===== src/rtl/uart_tx_cfg.sv =====
// UART transmitter with configurable data width and oversampling ratio.
// Parity (none/even/odd) and one or two stop bits are chosen per frame
// and latched when the word is accepted. Bit timing is driven by sample_tick.
module uart_tx_cfg #(
    parameter int DATA_BITS  = 8,
    parameter int OVERSAMPLE = 16
) (
    input  logic                 clk,
    input  logic                 reset,
    input  logic                 sample_tick,
    input  logic                 tx_valid,
    input  logic [DATA_BITS-1:0] tx_data,
    output logic                 tx_ready,
    input  logic [1:0]           parity_mode,
    input  logic                 two_stop,
    output logic                 tx,
    output logic                 tx_busy,
    output logic                 tx_done_tick
);

    localparam int TICK_W = $clog2(OVERSAMPLE);
    localparam int BIT_W  = $clog2(DATA_BITS);
    localparam logic [TICK_W-1:0] TICK_LAST = TICK_W'(OVERSAMPLE - 1);
    localparam logic [BIT_W-1:0]  BIT_LAST  = BIT_W'(DATA_BITS - 1);

    typedef enum logic [2:0] {
        S_IDLE,
        S_START,
        S_DATA,
        S_PARITY,
        S_STOP
    } state_t;

    state_t              state, state_nxt;
    logic [TICK_W-1:0]   tick_cnt, tick_nxt;
    logic [BIT_W-1:0]    bit_idx, bit_nxt;
    logic                stop_cnt, stop_nxt;
    logic                tx_q, tx_nxt;
    logic                done_q, done_nxt;
    logic                load;

    // Frame configuration captured at accept; not reset since it is only
    // consulted after a word has been loaded.
    logic [DATA_BITS-1:0] data_q;
    logic                 par_en_q;
    logic                 par_odd_q;
    logic                 two_stop_q;

    logic bit_end;
    logic parity_bit;

    assign bit_end    = sample_tick && (tick_cnt == TICK_LAST);
    assign parity_bit = par_odd_q ? ~(^data_q) : ^data_q;

    // Next-state, counter and registered-output decode for the frame sequencer.
    always_comb begin
        state_nxt = state;
        tick_nxt  = tick_cnt;
        bit_nxt   = bit_idx;
        stop_nxt  = stop_cnt;
        tx_nxt    = tx_q;
        done_nxt  = 1'b0;
        load      = 1'b0;

        // A tick coincident with accept is not counted: IDLE never advances it.
        if (state != S_IDLE && sample_tick) begin
            tick_nxt = bit_end ? '0 : tick_cnt + TICK_W'(1);
        end

        case (state)
            S_IDLE: begin
                tx_nxt = 1'b1;
                if (tx_valid) begin
                    load      = 1'b1;
                    state_nxt = S_START;
                    tick_nxt  = '0;
                    bit_nxt   = '0;
                    stop_nxt  = 1'b0;
                    tx_nxt    = 1'b0;
                end
            end
            S_START: begin
                if (bit_end) begin
                    state_nxt = S_DATA;
                    bit_nxt   = '0;
                    tx_nxt    = data_q[0];
                end
            end
            S_DATA: begin
                if (bit_end) begin
                    if (bit_idx == BIT_LAST) begin
                        if (par_en_q) begin
                            state_nxt = S_PARITY;
                            tx_nxt    = parity_bit;
                        end else begin
                            state_nxt = S_STOP;
                            stop_nxt  = 1'b0;
                            tx_nxt    = 1'b1;
                        end
                    end else begin
                        bit_nxt = bit_idx + BIT_W'(1);
                        tx_nxt  = data_q[bit_nxt];
                    end
                end
            end
            S_PARITY: begin
                if (bit_end) begin
                    state_nxt = S_STOP;
                    stop_nxt  = 1'b0;
                    tx_nxt    = 1'b1;
                end
            end
            S_STOP: begin
                tx_nxt = 1'b1;
                if (bit_end) begin
                    if (two_stop_q && !stop_cnt) begin
                        stop_nxt = 1'b1;
                    end else begin
                        state_nxt = S_IDLE;
                        stop_nxt  = 1'b0;
                        done_nxt  = 1'b1;
                    end
                end
            end
            default: begin
                state_nxt = S_IDLE;
                tx_nxt    = 1'b1;
            end
        endcase
    end

    // Control state, counters and registered line/done outputs.
    always_ff @(posedge clk) begin
        if (reset) begin
            state    <= S_IDLE;
            tick_cnt <= '0;
            bit_idx  <= '0;
            stop_cnt <= 1'b0;
            tx_q     <= 1'b1;
            done_q   <= 1'b0;
        end else begin
            state    <= state_nxt;
            tick_cnt <= tick_nxt;
            bit_idx  <= bit_nxt;
            stop_cnt <= stop_nxt;
            tx_q     <= tx_nxt;
            done_q   <= done_nxt;
        end
    end

    // Capture the word and its frame format on accept only.
    always_ff @(posedge clk) begin
        if (load) begin
            data_q     <= tx_data;
            par_en_q   <= (parity_mode == 2'b01) || (parity_mode == 2'b10);
            par_odd_q  <= (parity_mode == 2'b10);
            two_stop_q <= two_stop;
        end
    end

    assign tx           = tx_q;
    assign tx_done_tick = done_q;
    assign tx_ready     = (state == S_IDLE);
    assign tx_busy      = !tx_ready;

endmodule


===== config.mk =====
export PLATFORM = sky130hd
export DESIGN_NAME = uart_tx_cfg
export DESIGN_NICKNAME = d
export VERILOG_FILES = /design/src/rtl/uart_tx_cfg.sv
export SDC_FILE = /design/constraint.sdc
export NUM_CORES = 1
export LEC_CHECK = 0
export CORE_MARGIN = 2
export CORE_UTILIZATION = 40
export DETAILED_ROUTE_END_ITERATION = 8
export SETUP_SLACK_MARGIN = 0.05
export SYNTH_ARGS = -nofsm -noshare
export SYNTH_HDL_FRONTEND = slang
export SYNTH_SLANG_ARGS = --single-unit

===== constraint.sdc =====
create_clock -name clk -period 1.8 [get_ports clk]
set_input_delay 0.36 -clock clk [delete_from_list [all_inputs] [get_ports clk]]
set_output_delay 0.36 -clock clk [all_outputs]
set_load 0.01 [all_outputs]

==> metrics.txt, run 1 <==
synthesis-stage register bit count 24; synthesized area per cell 11.1 um^2; Worst-Margin Slew around 0.57 ns; Post-synth EDFFs 11; Warnings, synthesis 0; clock-pin slew of the registers on the worst-case setup and hold paths 0.15 ns; die span in x 61.3 um; Starting Density 42.7%; vias in the first global route 954; share of the synthesized area in the top cell type 25.1%; reg2reg start bit_idx[0]$_SDFFE_PP0P_; largest net degree at the start of global routing 15; Worst Path Required roughly 2.0 ns; prevailing post-synth register cell dfxtp_1; RePlAce Congestion around 0.9; CTS tree done; WS Path Type reg2reg; Synth cell types 46; number of buffers created by CTS 3; post-DR wirelength/cell 13.3 um; TritonRoute pass-1 iters 4; Post-DP HPWL 1990 um; pre-CTS setup slack -0.173 ns; max-slew violation count 0; post-synthesis cell area 1320 um^2; final net count 170; hold buffer count at cts 0; Vias/cell just over 5; Worst setup endpoint tx$_SDFFE_PP1P_; CP max FO 3; worst rel slew slack 62.3%; cells on worst reg2reg path 6; Synth top cells by count dfxtp_1, nor2_1, edfxtp_1; CP arrival between 2 and 2.5 ns; crit path from bit_idx[0]$_SDFFE_PP0P_; ANT cells 0; final setup fails 1; Fin. Hold Viols 0; CTS root buffer clkbuf_4; RSZ-0062 raised after global routing yes; Post-Route WL 2580 um; CTS Buffer Depth 2; top area cells in the synthesized netlist edfxtp_1, dfxtp_1, xnor2_1; status complete, but fails checks; IO Pins 19; antenna viol nets, final 0; Tmin final 1.88 ns; initial antenna violation count 0; setup TNS -0.0757 ns; Leak around 0.00065 uW; count leader, synth dfxtp_1; Die Area 3760 um^2; FF-to-FF setup slack -0.08 ns; Final WS setup -0.0757 ns; worst-path cell chain ha_4 > mux4_2 > mux2_4 > o21ai_2 > a31oi_2 > a2bb2oi_2; Max Cap Violations 0; fin crit share 104%; clock latency on the worst-skew pair 0.33 ns; Bufs and invs on worst path 0; worst-case clock skew 0.0109 ns; core region area 3080 um^2; gr usage total 16.2%; first-pass GRT wire length approximately 4400 um; Detailed Route Iter0 Violations 20; clk sinks 24; Layout fillers 280; layout cell share with drive strength beyond 1 ~29%; async set-reset flop share out of synthesis 0%; critical-path cell with the highest stage delay mux4_2; worst hold path type reg2reg; FP Rows 20; final core occ 56.2%; PortBufs 18; cell count after synthesis 119; Seq/Total Area, Yosys 44.9%; global route total overflow 0; Setup crit end kind register; Worst path depth 6; Synthesized Nets around 140; FF-to-FF End tx$_SDFFE_PP1P_; DIE HEIGHT 61.3 um; VDD IR max 0.000410 V; crit-path max cell delay 0.49 ns; f_max roughly 530 MHz; crit start category register; area delta synth->final 31.5%; H-tree depth 1; DRC viols 0; total power per unit cell area 702 nW/um^2; DR vias around 990; critical path's top delay family multiplexers; largest area contributor in the netlist edfxtp_1; failing checks negative setup slack
-- routing by layer --
layer  vias to the layer above  GRT usage [%]  share of wire, %
met5                         -              0                 0
met3                         4           2.52               3.1
met4                         0           6.38               1.8
met2                        19           26.9                50
met1                       465           21.2                46
li1                        501              -                 -
-- through the flow --
stage / area [um^2] / hold WS, ns / std cells / power [uW]
floorplan: 1330 / 0.450 / 119 / 736
global placement: 1630 / 0.469 / 189 / 815
detailed placement: 1630 / 0.472 / 189 / 817
CTS: 1700 / 0.525 / 194 / 1220
global route: 1730 / 0.556 / 194 / 1260
finish: 1730 / 0.520 / 194 / 1210
-- power breakdown --
part	internal [uW]	switching [uW]
Clock	226	180
Combinational	106	85.1
Sequential	599	18.1
-- worst min path at each step --
stage	start	end	cells after the start
after global placement	bit_idx[2]$_SDFFE_PP0P_	bit_idx[2]$_SDFFE_PP0P_	2
after floorplan	bit_idx[2]$_SDFFE_PP0P_	bit_idx[2]$_SDFFE_PP0P_	2
after global routing	tx_data[5]	data_q[5]$_DFFE_PP_	1
after CTS	bit_idx[2]$_SDFFE_PP0P_	bit_idx[2]$_SDFFE_PP0P_	2
final	bit_idx[2]$_SDFFE_PP0P_	bit_idx[2]$_SDFFE_PP0P_	2
after detailed placement	bit_idx[2]$_SDFFE_PP0P_	bit_idx[2]$_SDFFE_PP0P_	2
-- worst reg2reg max path: stages, from the launching register on --
cell	delay, ns
dfxtp_2	0.36
ha_4	0.29
mux4_2	0.49
mux2_4	0.28
o21ai_2	0.14
a31oi_2	0.05
a2bb2oi_2	0.15
-- placed cells by master, fill, tap and decap left out, drive strengths merged, types with 2 or more instances in the layout --
| cell type | count |
|---|---|
| nand3b | 2 |
| and2 | 2 |
| o211ai | 2 |
| nor2 | 13 |
| o21ai | 3 |
| clkbuf | 3 |
| xnor2 | 6 |
| nor3 | 5 |
| inv | 4 |
| dfxtp | 13 |
| nand4 | 2 |
| clkdlybuf4s50 | 16 |
| nand2b | 5 |
| mux4 | 2 |
| nand3 | 6 |
| dlygate4sd2 | 2 |
| a31oi | 3 |
| ha | 4 |
| edfxtp | 11 |
| a21oi | 9 |
| xor2 | 2 |
| nor2b | 2 |
| buf | 14 |
| nand2 | 4 |
| mux2i | 3 |
-- what timing repair did --
item,CTS,global route
setup buffers,1,0
hold endpoints to repair,0,0
gates resized for setup,5,8
pin swaps,3,2
setup endpoints to repair,3,8
-- state kept, by name, summed over array words and instances, names as in the netlist, 3 cells and up --
signal,cells
bit_idx,3
data_q,8
state,3
tick_cnt,4
-- cell families (layout without fill, tap and decap cells) --
group           count (synthesis)  in the layout  share of synthesized area [%]
compound gates                 22             22                           12.4
fa+ha+maj                       4              4                           3.81
buf+inv                         9             40                           3.62
flops                          24             24                           44.9
xor+xnor                        9              9                           7.04
simple gates                   45             45                           21.4
mux                             6              6                           6.85
-- cell type report --
type | count | area [um^2] | share of cell area, %
clock inverter | 1 | 30.0 | 1.74
sequential | 24 | 596 | 34.4
timing repair buffer | 32 | 283 | 16.4
tap | 44 | 55.1 | 3.18
clock buffer | 3 | 22.5 | 1.30
inverter | 4 | 15.0 | 0.868
multi-input combinational | 86 | 728 | 42.1
Power figures use the tool's default switching activity.
==> run 2, diff against run 1 <==
--- a/config.mk
+++ b/config.mk
@@ -6,8 +6,9 @@
 export NUM_CORES = 1
 export LEC_CHECK = 0
 export CORE_MARGIN = 2
-export CORE_UTILIZATION = 40
+export CORE_UTILIZATION = 30
 export DETAILED_ROUTE_END_ITERATION = 8
+export PLACE_DENSITY_LB_ADDON = 0.05
 export SETUP_SLACK_MARGIN = 0.05
 export SYNTH_ARGS = -nofsm -noshare
 export SYNTH_HDL_FRONTEND = slang
==> run 2 against run 1 <==
The flow now finishes without violations. Global-route usage shrank 4.7 points. Cell area grew 2.0%. First-iteration DRC count grew 80%. Hold slack lost 0.0056 ns. Final cell count grew 4.6%. Core utilization shrank 15 points. Clock skew shrank 0.0093 ns. Die area grew 31%. Combinational power grew 3%. Fmax grew 4.8%. Clock power grew 20%. Critical endpoint unchanged. Largest cell class unchanged. Highest routed layer unchanged.
==> metrics.txt, run 2 (synthesized netlist as in run 1, its figures left out) <==
status finished, final reports clean; Leak 0.000663 uW; max-slew violation count 0; clock latency on the worst-skew pair roughly 0.27 ns; post-DR wirelength/cell 13.2 um; H-tree depth 1; CTS root buffer clkbuf_8; Reg with most FFs data_q; Regs by FF count data_q: 8 flops, tick_cnt: 4 flops; PortBufs 18; Layout Cells excl Fill 203; crit start category register; Fin. Hold Viols 0; Setup crit end kind register; ANT cells 0; Layout fillers ~440; IO Pins 19; worst-case clock skew 0.00166 ns; final setup fails 0; Sw Pwr 292 uW; CP arrival 1.96 ns; fin crit share 99.4%; setup TNS 0 ns; commonest non-fill, non-tap cell in the layout clkdlybuf4s50_1; Starting Density 30.6%; vias in the first global route around 900; CTS tree done; worst rel slew slack 77.6%; hold buffer count at cts 0; Post-DP HPWL 2060 um; Sw Ratio 22.5%; DRC viols 0; RePlAce Congestion 0.726; VDD IR max 0.000252 V; antenna viol nets, final 0; final net count 171; initial antenna violation count 0; largest net degree at the start of global routing 15; Vias/cell 4.90; total power per unit cell area about 740 nW/um^2; global route total overflow 0; clk sinks 24; f_max 559 MHz; DR vias 994; worst hold path type reg2reg; layout cell share with drive strength beyond 1 26.5%; Comb power frac 15.1%; WS Path Type reg2reg; die span in x 70.2 um; CTS Buffer Depth 2; sequential power share 47.4%; number of buffers created by CTS 3; dpl cells 198; DIE HEIGHT 70.2 um; max reg flops 8; Detailed Route Iter0 Violations 36; Worst-Margin Slew roughly 0.33 ns; Tmin final 1.79 ns; FP Rows 24; RSZ-0062 raised after global routing yes; TritonRoute pass-1 iters 4; Post-Route WL 2680 um; core region area 4290 um^2; Pint just over 1000 uW; commonest non-fill, non-tap cells in the layout clkdlybuf4s50_1, buf_4, nor2_1, dfxtp_1, edfxtp_1; Worst Path Required 1.97 ns; Die Area 4930 um^2; Clk pwr share a little under two fifths; first-pass GRT wire length 4420 um; CP max FO 3; gr usage total 11.5%; clock-pin slew of the registers on the worst-case setup and hold paths 0.09 ns; Max Cap Violations 0; area delta synth->final 34.1%
-- run 2: cell types whose count changed in the layout (fill, tap and decap cells not counted), sizes merged --
cell / before / now
buf: 14 / 15
-- run 2: cell type report --
cell class	instances	area (um^2)	share of cell area (%)
multi-input cells	86	716	40.6
flip-flops and latches	24	593	33.6
repair buffers	33	303	17.2
well taps	52	65.1	3.69
clock buffers	3	41.3	2.34
clock inverters	1	30.0	1.70
inverters	4	15.0	0.852
-- run 2: worst max-delay path: stages, from the launching register on --
cell and delay, ns:
dfxtp_2 0.34, ha_4 0.28, mux4_2 0.48, mux2_4 0.28, o21ai_2 0.10, a31oi_1 0.05, a2bb2oi_1 0.13
-- run 2: path summary, 6_finish.rpt --
check / start / to / slack (ns) / depth (start not counted)
worst max-delay path: bit_idx[0]$_SDFFE_PP0P_ / tx$_SDFFE_PP1P_ / 0.01 / 6
worst min-delay path: bit_idx[2]$_SDFFE_PP0P_ / bit_idx[2]$_SDFFE_PP0P_ / 0.51 / 2
worst max register to register: bit_idx[0]$_SDFFE_PP0P_ / tx$_SDFFE_PP1P_ / 0.01 / 6
worst min register to register: bit_idx[2]$_SDFFE_PP0P_ / bit_idx[2]$_SDFFE_PP0P_ / 0.51 / 2
-- run 2: per-layer routing --
layer  GRT usage (%)  up-vias  wire [um]
li1                -      502          -
met5               0        -          0
met2            18.0       18       1230
met1            15.6      470       1310
met4            4.49        0         38
met3            2.45        4        100
-- run 2: power by group through the flow --
stage | registers (uW) | logic (uW) | clock network, uW
floorplan | 623 | 113 | 0
global placement | 627 | 198 | 0
detailed placement | 627 | 198 | 0
CTS | 615 | 197 | 508
global route | 619 | 212 | 524
finish | 615 | 196 | 488
-- run 2: stage by stage --
stage	util (%)	area (um^2)	power [uW]	hold slack [ns]	worst slack [ns]
floorplan	-	1330	736	0.450	0.0542
global placement	38.5	1660	825	0.471	-0.150
detailed placement	38.5	1660	825	0.468	-0.181
CTS	40.8	1750	1320	0.517	-0.00491
global route	41.1	1760	1360	0.556	-0.0566
finish	41.1	1760	1300	0.514	0.0108
-- run 2: repair_timing --
item,4_1_cts,5_1_grt
setup buffers,1,0
pin swaps,3,1
gates cloned,0,0
endpoints found under the setup margin,3,6
gates resized for setup,5,4
